## config.mk

```make
export PLATFORM = sky130hd
export DESIGN_NAME = light_reader
export DESIGN_NICKNAME = d
export VERILOG_FILES = /design/src/rtl/light_reader.sv
export SDC_FILE = /design/constraint.sdc
export NUM_CORES = 1
export LEC_CHECK = 0
export ABC_AREA = 1
export CAP_MARGIN = 15
export CORE_UTILIZATION = 49
export DETAILED_ROUTE_END_ITERATION = 8
export PLACE_DENSITY = 0.81
export SLEW_MARGIN = 20
export SYNTH_ARGS = -nofsm -noshare
export SYNTH_HDL_FRONTEND = slang
export SYNTH_SLANG_ARGS = --single-unit
export TNS_END_PERCENT = 100
```

## constraint.sdc

```tcl
create_clock -name clk -period 1.75 [get_ports clk]
set_input_delay 0.175 -clock clk [delete_from_list [all_inputs] [get_ports clk]]
set_output_delay 0.175 -clock clk [all_outputs]
set_load 0.005 [all_outputs]
```

## src/rtl/light_reader.sv

```systemverilog
// light_reader: deserialises start-bit framed light-chain bits into WIDTH-bit frames
// with a one-deep output holding register. Define LIGHT_READER_COUNT_EN to add cnt.
module light_reader #(
    parameter int WIDTH = 8
) (
    input  logic             arst,
    input  logic             clk,
    input  logic             step,
    input  logic             sin,
    input  logic             clr,
    input  logic             dready,
    output logic [WIDTH-1:0] dout,
    output logic             dvalid,
    output logic             busy,
    output logic             ovf
`ifdef LIGHT_READER_COUNT_EN
    ,
    output logic [$clog2(WIDTH+1)-1:0] cnt
`endif
);
    localparam int BW = $clog2(WIDTH);
    localparam int CW = $clog2(WIDTH + 1);

    localparam logic [0:0] IDLE  = 1'b0;
    localparam logic [0:0] SHIFT = 1'b1;

    localparam logic [BW-1:0] LAST_BIT = BW'(WIDTH - 1);

    logic [0:0]       state_reg,  state_next;
    logic [BW-1:0]    bitcnt_reg, bitcnt_next;
    // Only WIDTH-1 bits are stored: the newest bit enters the frame straight from sin.
    logic [WIDTH-2:0] shreg_reg,  shreg_next;
    logic [WIDTH-1:0] dout_reg,   dout_next;
    logic             dvalid_reg, dvalid_next;
    logic             ovf_reg,    ovf_next;

    logic [WIDTH-1:0] frame;
    logic             shift_en;
    logic             complete;
    logic             accept;
    logic             overrun;

    assign frame    = {shreg_reg, sin};
    assign shift_en = (state_reg == SHIFT) && step;
    assign complete = shift_en && (bitcnt_reg == LAST_BIT);
    assign accept   = complete && (!dvalid_reg || dready);
    assign overrun  = complete && dvalid_reg && !dready;

    always_comb begin
        state_next  = state_reg;
        bitcnt_next = bitcnt_reg;
        shreg_next  = shreg_reg;
        case (state_reg)
            IDLE: begin
                if (step && sin) begin
                    state_next  = SHIFT;
                    bitcnt_next = '0;
                end
            end
            SHIFT: begin
                if (step) begin
                    shreg_next = frame[WIDTH-2:0];
                    if (complete) begin
                        state_next  = IDLE;
                        bitcnt_next = '0;
                    end else begin
                        bitcnt_next = bitcnt_reg + BW'(1);
                    end
                end
            end
            default: begin
                state_next  = IDLE;
                bitcnt_next = '0;
            end
        endcase
    end

    always_comb begin
        dout_next   = dout_reg;
        dvalid_next = dvalid_reg;
        if (accept) begin
            dout_next   = frame;
            dvalid_next = 1'b1;
        end else if (dvalid_reg && dready) begin
            dvalid_next = 1'b0;
        end
    end

    // A fresh overrun beats a simultaneous clear.
    always_comb begin
        ovf_next = ovf_reg;
        if (overrun) begin
            ovf_next = 1'b1;
        end else if (clr) begin
            ovf_next = 1'b0;
        end
    end

    always_ff @(posedge clk or posedge arst) begin
        if (arst) begin
            state_reg  <= IDLE;
            bitcnt_reg <= '0;
            shreg_reg  <= '0;
            dout_reg   <= '0;
            dvalid_reg <= 1'b0;
            ovf_reg    <= 1'b0;
        end else begin
            state_reg  <= state_next;
            bitcnt_reg <= bitcnt_next;
            shreg_reg  <= shreg_next;
            dout_reg   <= dout_next;
            dvalid_reg <= dvalid_next;
            ovf_reg    <= ovf_next;
        end
    end

    assign dout   = dout_reg;
    assign dvalid = dvalid_reg;
    assign busy   = (state_reg == SHIFT);
    assign ovf    = ovf_reg;

`ifdef LIGHT_READER_COUNT_EN
    logic [CW-1:0] ones_acc [0:WIDTH];
    logic [CW-1:0] cnt_reg, cnt_next;

    assign ones_acc[0] = '0;
    generate
        for (genvar gi = 0; gi < WIDTH; gi++) begin : g_popcount
            assign ones_acc[gi+1] = ones_acc[gi] + {{(CW-1){1'b0}}, frame[gi]};
        end
    endgenerate

    always_comb begin
        cnt_next = cnt_reg;
        if (accept) begin
            cnt_next = ones_acc[WIDTH];
        end
    end

    always_ff @(posedge clk or posedge arst) begin
        if (arst) begin
            cnt_reg <= '0;
        end else begin
            cnt_reg <= cnt_next;
        end
    end

    assign cnt = cnt_reg;
`endif

endmodule

```

==> run metrics <==
wire length after detailed routing 1530 µm; ratio of final minimum period to clock period 0.853; Die Wd 44.4 µm; library cell with the largest summed area after synthesis sky130_fd_sc_hd__dfrtp_1; Core Util, Final 0.691; class of the tightest hold or removal check input port to asynchronous set/reset pin; length of the first detailed-routing pass in iterations 4; initial antenna violation count 0; slowest library cell on the worst path sky130_fd_sc_hd__clkdlybuf4s50_1; peak clock frequency supported by timing 670 MHz; CP bufs+invs 1; class of the most critical setup path flop to output pin; post-cts gate resize count 0; number of rows in the core area 14; relative slew slack 0.729; Max Cap Violations 0; cell area power density 1250 mW/mm²; largest cells by area after synthesis sky130_fd_sc_hd__dfrtp_1 60%, sky130_fd_sc_hd__nand2_1 14%, sky130_fd_sc_hd__inv_1 4.7%, sky130_fd_sc_hd__nand3_1 4.5%, sky130_fd_sc_hd__o21ai_0 4.5%; final setup violation count 0; HPWL reported at the end of detailed placement 1160 µm; maximum single-stage delay on the critical path 540 ps; clock transition at the registers of the reported paths 110 ps; WP data required 1570 ps; Iteration-0 DRC Markers 29; minimum period implied by the final worst setup slack 1490 ps; TritonCTS clock tree built; IR drop worst, VDD 0.700 mV; result of the run finished clean; portion of synthesized cell area occupied by the leading cell type 0.596; flip-flop and latch count after synthesis 21; final weighted congestion in routability-driven placement 0.863; startpoint of the worst setup timing path busy$_DFF_PP0_; Worst EP arrival 1320 ps; worst reg2reg startpoint bitcnt_reg[0]$_DFFE_PP0P_; dominant register cell in the synthesized netlist sky130_fd_sc_hd__dfrtp_1; layout cells sized above 1 0.0877; overall die height 44.4 µm; die area 0.00197 mm²; Buffers on Ports 16; net count of the mapped netlist 102; syn_area_per_cell 9.38 µm²; RSZ-0062 raised after global routing false; final non-filler cell total 138; Vias per Instance 4.84; Worst Clk Skew 6.16 ps; largest delay contributor family on the critical path buffers and inverters; Layout area overhead 24.8%; detailed-route via count 668; number of enable-type register cells in the synthesized netlist 0; total core area 0.00159 mm²; maximum number of pins on one net before global-route repair 22; Setup Buffers After CTS 0; cell types with the highest counts after synthesis 34 x sky130_fd_sc_hd__nand2_1, 21 x sky130_fd_sc_hd__dfrtp_1, 11 x sky130_fd_sc_hd__inv_1; total track usage 0.192; portion of the post-synthesis area used by sequential elements 0.596; Overflow after GRT 0; cell breakdown of the critical path clkdlybuf4s50_1; count of filler cells inserted in the layout 121; total number of nets in the final design 123; antenna-violating nets left 0; most common cell in the netlist sky130_fd_sc_hd__nand2_1; starting density of the core 0.553; number of sinks driven by the clock tree 21; count of yosys warnings during synthesis 0; via count of the first global-routing pass 588; Final Max Tran Viols 0; transition at the pin with the smallest max-transition slack 405 ps; clock network latency to the later pin of the worst-skew pair 300 ps; Leakage Power 0.000573 µW; share of flip-flops with an asynchronous set or reset 1.00; number of remaining DRC errors 0; synthesized instance count 94; first-pass GRT wire length 2720 µm; cell count after placement 134; largest driver fanout on the critical path 5; post-layout power 1370 µW; total CTS buffers 3; clock root buffer sky130_fd_sc_hd__clkbuf_4; Final Instance Area 0.00110 mm²; diode count 0; Cell Area, Synth 882 µm²; Hold Vio Cnt, Final 0; Bufs on Longest Clock Path 2; H-tree Lvls 1; element type at the critical path start flop; total placed instance area 0.00107 mm²; # hold bufs at CTS 0; flip-flop count of the largest register after layout 8; I/O pin count 17; average wire per cell in the routed design 11.1 µm; type of destination of the critical path output pin; post-synth cell types 14; aggregate negative setup slack 0 ps
## final timing paths
kind                       slack (ps)  depth (start not counted)                  end
setup / recovery                  260                          1                 busy
hold / removal                    190                          3  dout[7]$_DFFE_PP0P_
setup reg to reg                  360                          7  dout[3]$_DFFE_PP0P_
hold reg to reg                   480                          2  dout[1]$_DFFE_PP0P_
max in group asynchronous        1340                          3  dout[1]$_DFFE_PP0P_
min in group clk                  460                          4      ovf$_DFFE_PP0P_
## per-stage QoR
step | setup WS, ps | hold WS, ps
3_5_place_dp | 356 | 460
2_1_floorplan | 511 | 152
6_report | 257 | 191
5_1_grt | 201 | 218
4_1_cts | 259 | 209
3_3_place_gp | 383 | 456
## cell type report
| class | instances | area, µm² | area share |
|---|---|---|---|
| clock buffers | 4 | 26.3 | 0.0239 |
| inverters | 12 | 45.0 | 0.0409 |
| multi-input cells | 60 | 307 | 0.278 |
| flip-flops and latches | 21 | 526 | 0.477 |
| well taps | 24 | 30.0 | 0.0273 |
| repair buffers | 17 | 168 | 0.152 |
## where the power goes
| group | total (µW) | internal (µW) | switching, µW |
|---|---|---|---|
| Sequential | 740 | 639 | 101 |
| Combinational | 405 | 214 | 191 |
| Clock | 228 | 88.7 | 140 |
## cell usage in the layout, fill, tap and decap left out
cell type and n:
sky130_fd_sc_hd__nand2_1 34, sky130_fd_sc_hd__dfrtp_1 21, sky130_fd_sc_hd__clkdlybuf4s50_1 16, sky130_fd_sc_hd__inv_1 11
sky130_fd_sc_hd__o21ai_0 8, sky130_fd_sc_hd__nand3_1 8, sky130_fd_sc_hd__clkbuf_4 3, sky130_fd_sc_hd__nand2_4 2
sky130_fd_sc_hd__nand4_1 2, sky130_fd_sc_hd__ha_1 2, sky130_fd_sc_hd__inv_2 1, sky130_fd_sc_hd__nor2_1 1
sky130_fd_sc_hd__nor2_8 1, sky130_fd_sc_hd__nand2_2 1, sky130_fd_sc_hd__o21ai_2 1, sky130_fd_sc_hd__clkbuf_1 1
sky130_fd_sc_hd__buf_4 1
## tightest hold or removal path: stages
cell	delay [ps]
sky130_fd_sc_hd__clkdlybuf4s50_1	400
sky130_fd_sc_hd__inv_1	50
sky130_fd_sc_hd__buf_4	260
## cells by family after synthesis
family | Yosys count | share of synthesized area
buffers and inverters | 13 | 0.0567
AND/OR/NAND/NOR | 49 | 0.264
AO/OA/AOI/OAI | 9 | 0.0553
adder cells (fa/ha/maj) | 2 | 0.0284
flip-flops | 21 | 0.596
## per-layer routing
layer,part of all wire,track usage,wire length [µm]
met2,0.46,0.285,700
met4,0.012,0.0545,19
met1,0.47,0.290,726
met5,0,0,0
met3,0.057,0.0367,87
Power figures use the tool's default switching activity.
==> patch 1: new RTL, same settings <==
The option `LIGHT_READER_COUNT_EN` is turned on by a define.
--- a/src/rtl/light_reader.sv
+++ b/src/rtl/light_reader.sv
@@ -1,5 +1,7 @@
 // light_reader: deserialises start-bit framed light-chain bits into WIDTH-bit frames
 // with a one-deep output holding register. Define LIGHT_READER_COUNT_EN to add cnt.
+`define LIGHT_READER_COUNT_EN
+
 module light_reader #(
     parameter int WIDTH = 8
 ) (
Formal check against the unedited RTL (old outputs only; new: cnt): equivalent (Yosys induction, for registers that start in step).
==> patch 1 against the unedited design <==
- the flow now finishes with violations (negative setup slack)
- count of clock-buffer cells in the layout is the same
- clock skew is 0.0018 ns lower
- sequential power increased by 20%
- register-to-register slack got worse by 1.5 ns
- worst setup slack worse by 1.4 ns
- core utilization down 0.48 points
- sequential cell count up 4
- wire length grew 69%
- total power rose by 77%
- area after synthesis up 36%
- non-clock buffer count increased by 15
- design area rose by 40%
- critical path type is now reg -> reg
- largest cell class unchanged
- largest power group is now combinational cells
==> patch 1: results <==
[grt]
grt_max_degree = 26
track_usage_pct = 22.8
grt_pass1_vias = 1009

[power_and_ir_drop]
powerComb_w = 0.00128
clockPowerShare_pct = 10.9
p_leak_nw = 0.830
p_int_w = 0.00152
ir_worst_vdd_mv = 0.989

[setup_path]
crit_family = adder cells
cpPeakStageDelay_ns = 0.51
endpoint = cnt[2]
crit_fanout = 2
cp_slowest_cell = fa_1

[synth]
synth-seq-area-share_pct = 52.3
synth_nets = 153

[placed_design]
placed_area_sq_mm = 0.00148
dpl.hpwl_um = 1810
dp_slack_ns = -1.44

[sta]
worstMarginPinSlew_ns = 0.451
setup_viol = 4
fin_skew_ns = 0.00441
timing.final.ws_setup_ns = -1.18

[outcome]
outcome = finished, violations left
failed_checks = negative setup slack

[clock_tree]
clk_pin_slew_ns = 0.13
insertion_delay_ns = 0.33

[layout]
fill_cells = 190

[route]
via_per_inst = 5.01
==> patch 1: changes by cell type in the layout (fill, tap and decap cells not counted), sizes merged <==
cell / delta
nand2: +23
inv: +12
buf: +11
nand3: -5
clkdlybuf4s50: +4
dfrtp: +4
fa: +4
ha: +3
nor2: +2
nand4: -1
o21ai: -1
o22ai: +1
==> patch 1: cell families (layout without fill, tap and decap cells) <==
group	after synthesis	in the layout	synth area share (%)
AND/OR/NAND/NOR	68	68	22.5
buffers and inverters	27	60	9.41
flip-flops	25	25	52.3
adder cells (fa/ha/maj)	9	9	11.9
AO/OA/AOI/OAI	9	9	3.87
==> patch 1: cell type report <==
type | instances | share of cell area (%)
Clock buffer | 4 | 1.70
Tap cell | 28 | 2.27
Inverter | 24 | 5.83
Timing Repair Buffer | 32 | 19.0
Sequential cell | 25 | 40.5
Multi-Input combinational cell | 86 | 30.7
==> patch 1: metal layers <==
| layer | wire length, um | vias up | GRT usage [%] |
|---|---|---|---|
| li1 | - | 478 | - |
| met5 | 0 | - | 0 |
| met4 | 74 | 0 | 14.0 |
| met3 | 142 | 11 | 4.76 |
| met2 | 1300 | 35 | 38.7 |
| met1 | 1070 | 472 | 26.1 |
==> patch 1: metrics by stage <==
| stage | util (%) | instances | setup TNS (ns) |
|---|---|---|---|
| after detailed placement | 65.5 | 192 | -4.93 |
| after CTS | 67.5 | 197 | -3.86 |
| after global placement | 65.5 | 192 | -4.69 |
| final | 68.6 | 199 | -4.05 |
| after floorplan | - | 138 | -3.24 |
| after global routing | 68.6 | 199 | -4.46 |
==> patch 1: what timing repair did <==
action | in CTS | in global routing
setup buffers | 1 | 2
pin swaps | 1 | 2
endpoints found under the hold margin | 0 | 0
endpoints found under the setup margin | 4 | 4
gates resized for setup | 4 | 2
==> patch 2: new RTL, same settings <==
Without the edit above. Put one more register stage on the output `ovf`, cleared by the reset. The value now appears one clock later. The other outputs are not delayed to match.
--- a/src/rtl/light_reader.sv
+++ b/src/rtl/light_reader.sv
@@ -117,7 +117,13 @@
     assign dout   = dout_reg;
     assign dvalid = dvalid_reg;
     assign busy   = (state_reg == SHIFT);
-    assign ovf    = ovf_reg;
+    always_ff @(posedge clk or posedge arst) begin
+        if (arst) begin
+            ovf <= '0;
+        end else begin
+            ovf <= ovf_reg;
+        end
+    end
 
 `ifdef LIGHT_READER_COUNT_EN
     logic [CW-1:0] ones_acc [0:WIDTH];
Function: same outputs for any inputs over 10 cycles, from zero or initial values and one cycle with arst high; that may be too few to reach the edited logic, so the function may still have changed.
==> patch 2 against the unedited design <==
- sequential cell count is 1 higher
- area after synthesis up 2.8%
- clock skew up 0.0035 ns
- global-route usage down 0.80 points
- design area grew 4.8%
- wire length shrank 1.0%
- total power grew 13%
- clock power rose by 68%
- count of clock-buffer cells in the layout down 1
- worst setup slack better by 0.0030 ns
==> patch 2: results <==
[power_and_ir_drop]
p_sw_w = 0.000438
power_frac_comb_pct = 25.9
p_leak_nw = 0.600
powerComb_w = 0.000400
pwr-share-seq_pct = 49.3
ir_worst_vdd_mv = 0.881

[grt]
grt_pass1_wl_um = 2590
grt_max_degree = 23
met2_usage_pct = 30.1
grt_use_met3_pct = 2.40
grtUsageMet1_pct = 23.2
grt_pass1_vias = 596
track_usage_pct = 18.4

[clock_tree]
cts_inserted_buffers = 3
cts_buffer_depth = 2
htree_num_levels = 1
post_cts_resized = 0

[layout]
n_antenna_cell = 0
final_nets = 124
drive_above_1_share_pct = 9.57
largest_reg_flops = 8
fill_cells = 150

[synth]
synth_nets = 103
synth_cell_types = 14
synth_area_leaders = dfrtp_1, nand2_1, inv_1
synth-seq-area-share_pct = 60.7
synth_fa_ha_area_share_pct = 2.76
synth_compound_area_share_pct = 5.38
ys_top_cells_by_count = nand2_1, dfrtp_1, inv_1
avgSynthCellArea_sq_um = 9.55

[sta]
fin_skew_ns = 0.00966
period_share_pct = 85.1
worstMarginPinSlew_ns = 0.401

[setup_path]
crit_arrival_ns = 1.31
crit_fanout = 5
cpPeakStageDelay_ns = 0.54

[outcome]
outcome = completed

[placed_design]
port_buffers = 16
gp_congestion = 0.824
dpl.hpwl_um = 1160
dp.cells = 136
placed_area_sq_mm = 0.00110
dp_slack_ns = 0.333

[route]
wl_met2_um = 750
via_per_inst = 4.73
drt_first_iter_violations = 8
drt-met1-wl_um = 667
wl_met3_um = 58
route.vias.total = 662
firstDrtPassIters = 4
drt-wirelength-per-cell_um = 10.8
## patch 2: cell count changes in the layout (fill, tap and decap cells not counted)
| cell | change |
|---|---|
| bufinv_16 | +1 |
| clkbuf_1 | -1 |
| dfrtp_1 | +1 |
## patch 2: layout make-up
class / count / area [sq um] / share of cell area, %
clock buffers: 3 / 22.5 / 1.95
clock inverters: 1 / 30.0 / 2.60
inverters: 12 / 45.0 / 3.90
multi-input cells: 60 / 307 / 26.6
flip-flops and latches: 22 / 551 / 47.7
well taps: 25 / 31.3 / 2.71
repair buffers: 17 / 168 / 14.5
## patch 2: worst paths after layout
| check | to | start | slack, ns | cells after the start |
|---|---|---|---|---|
| max reg2reg | dout[1] | bitcnt_reg[0] | 0.32 | 7 |
| min | dout[0] | arst | 0.18 | 3 |
| max in group asynchronous | bitcnt_reg[2] | arst | 1.35 | 3 |
| min in group clk | ovf | ovf_reg | 0.41 | 0 |
| min reg2reg | ovf | ovf_reg | 0.41 | 0 |
| max | busy | busy | 0.26 | 1 |
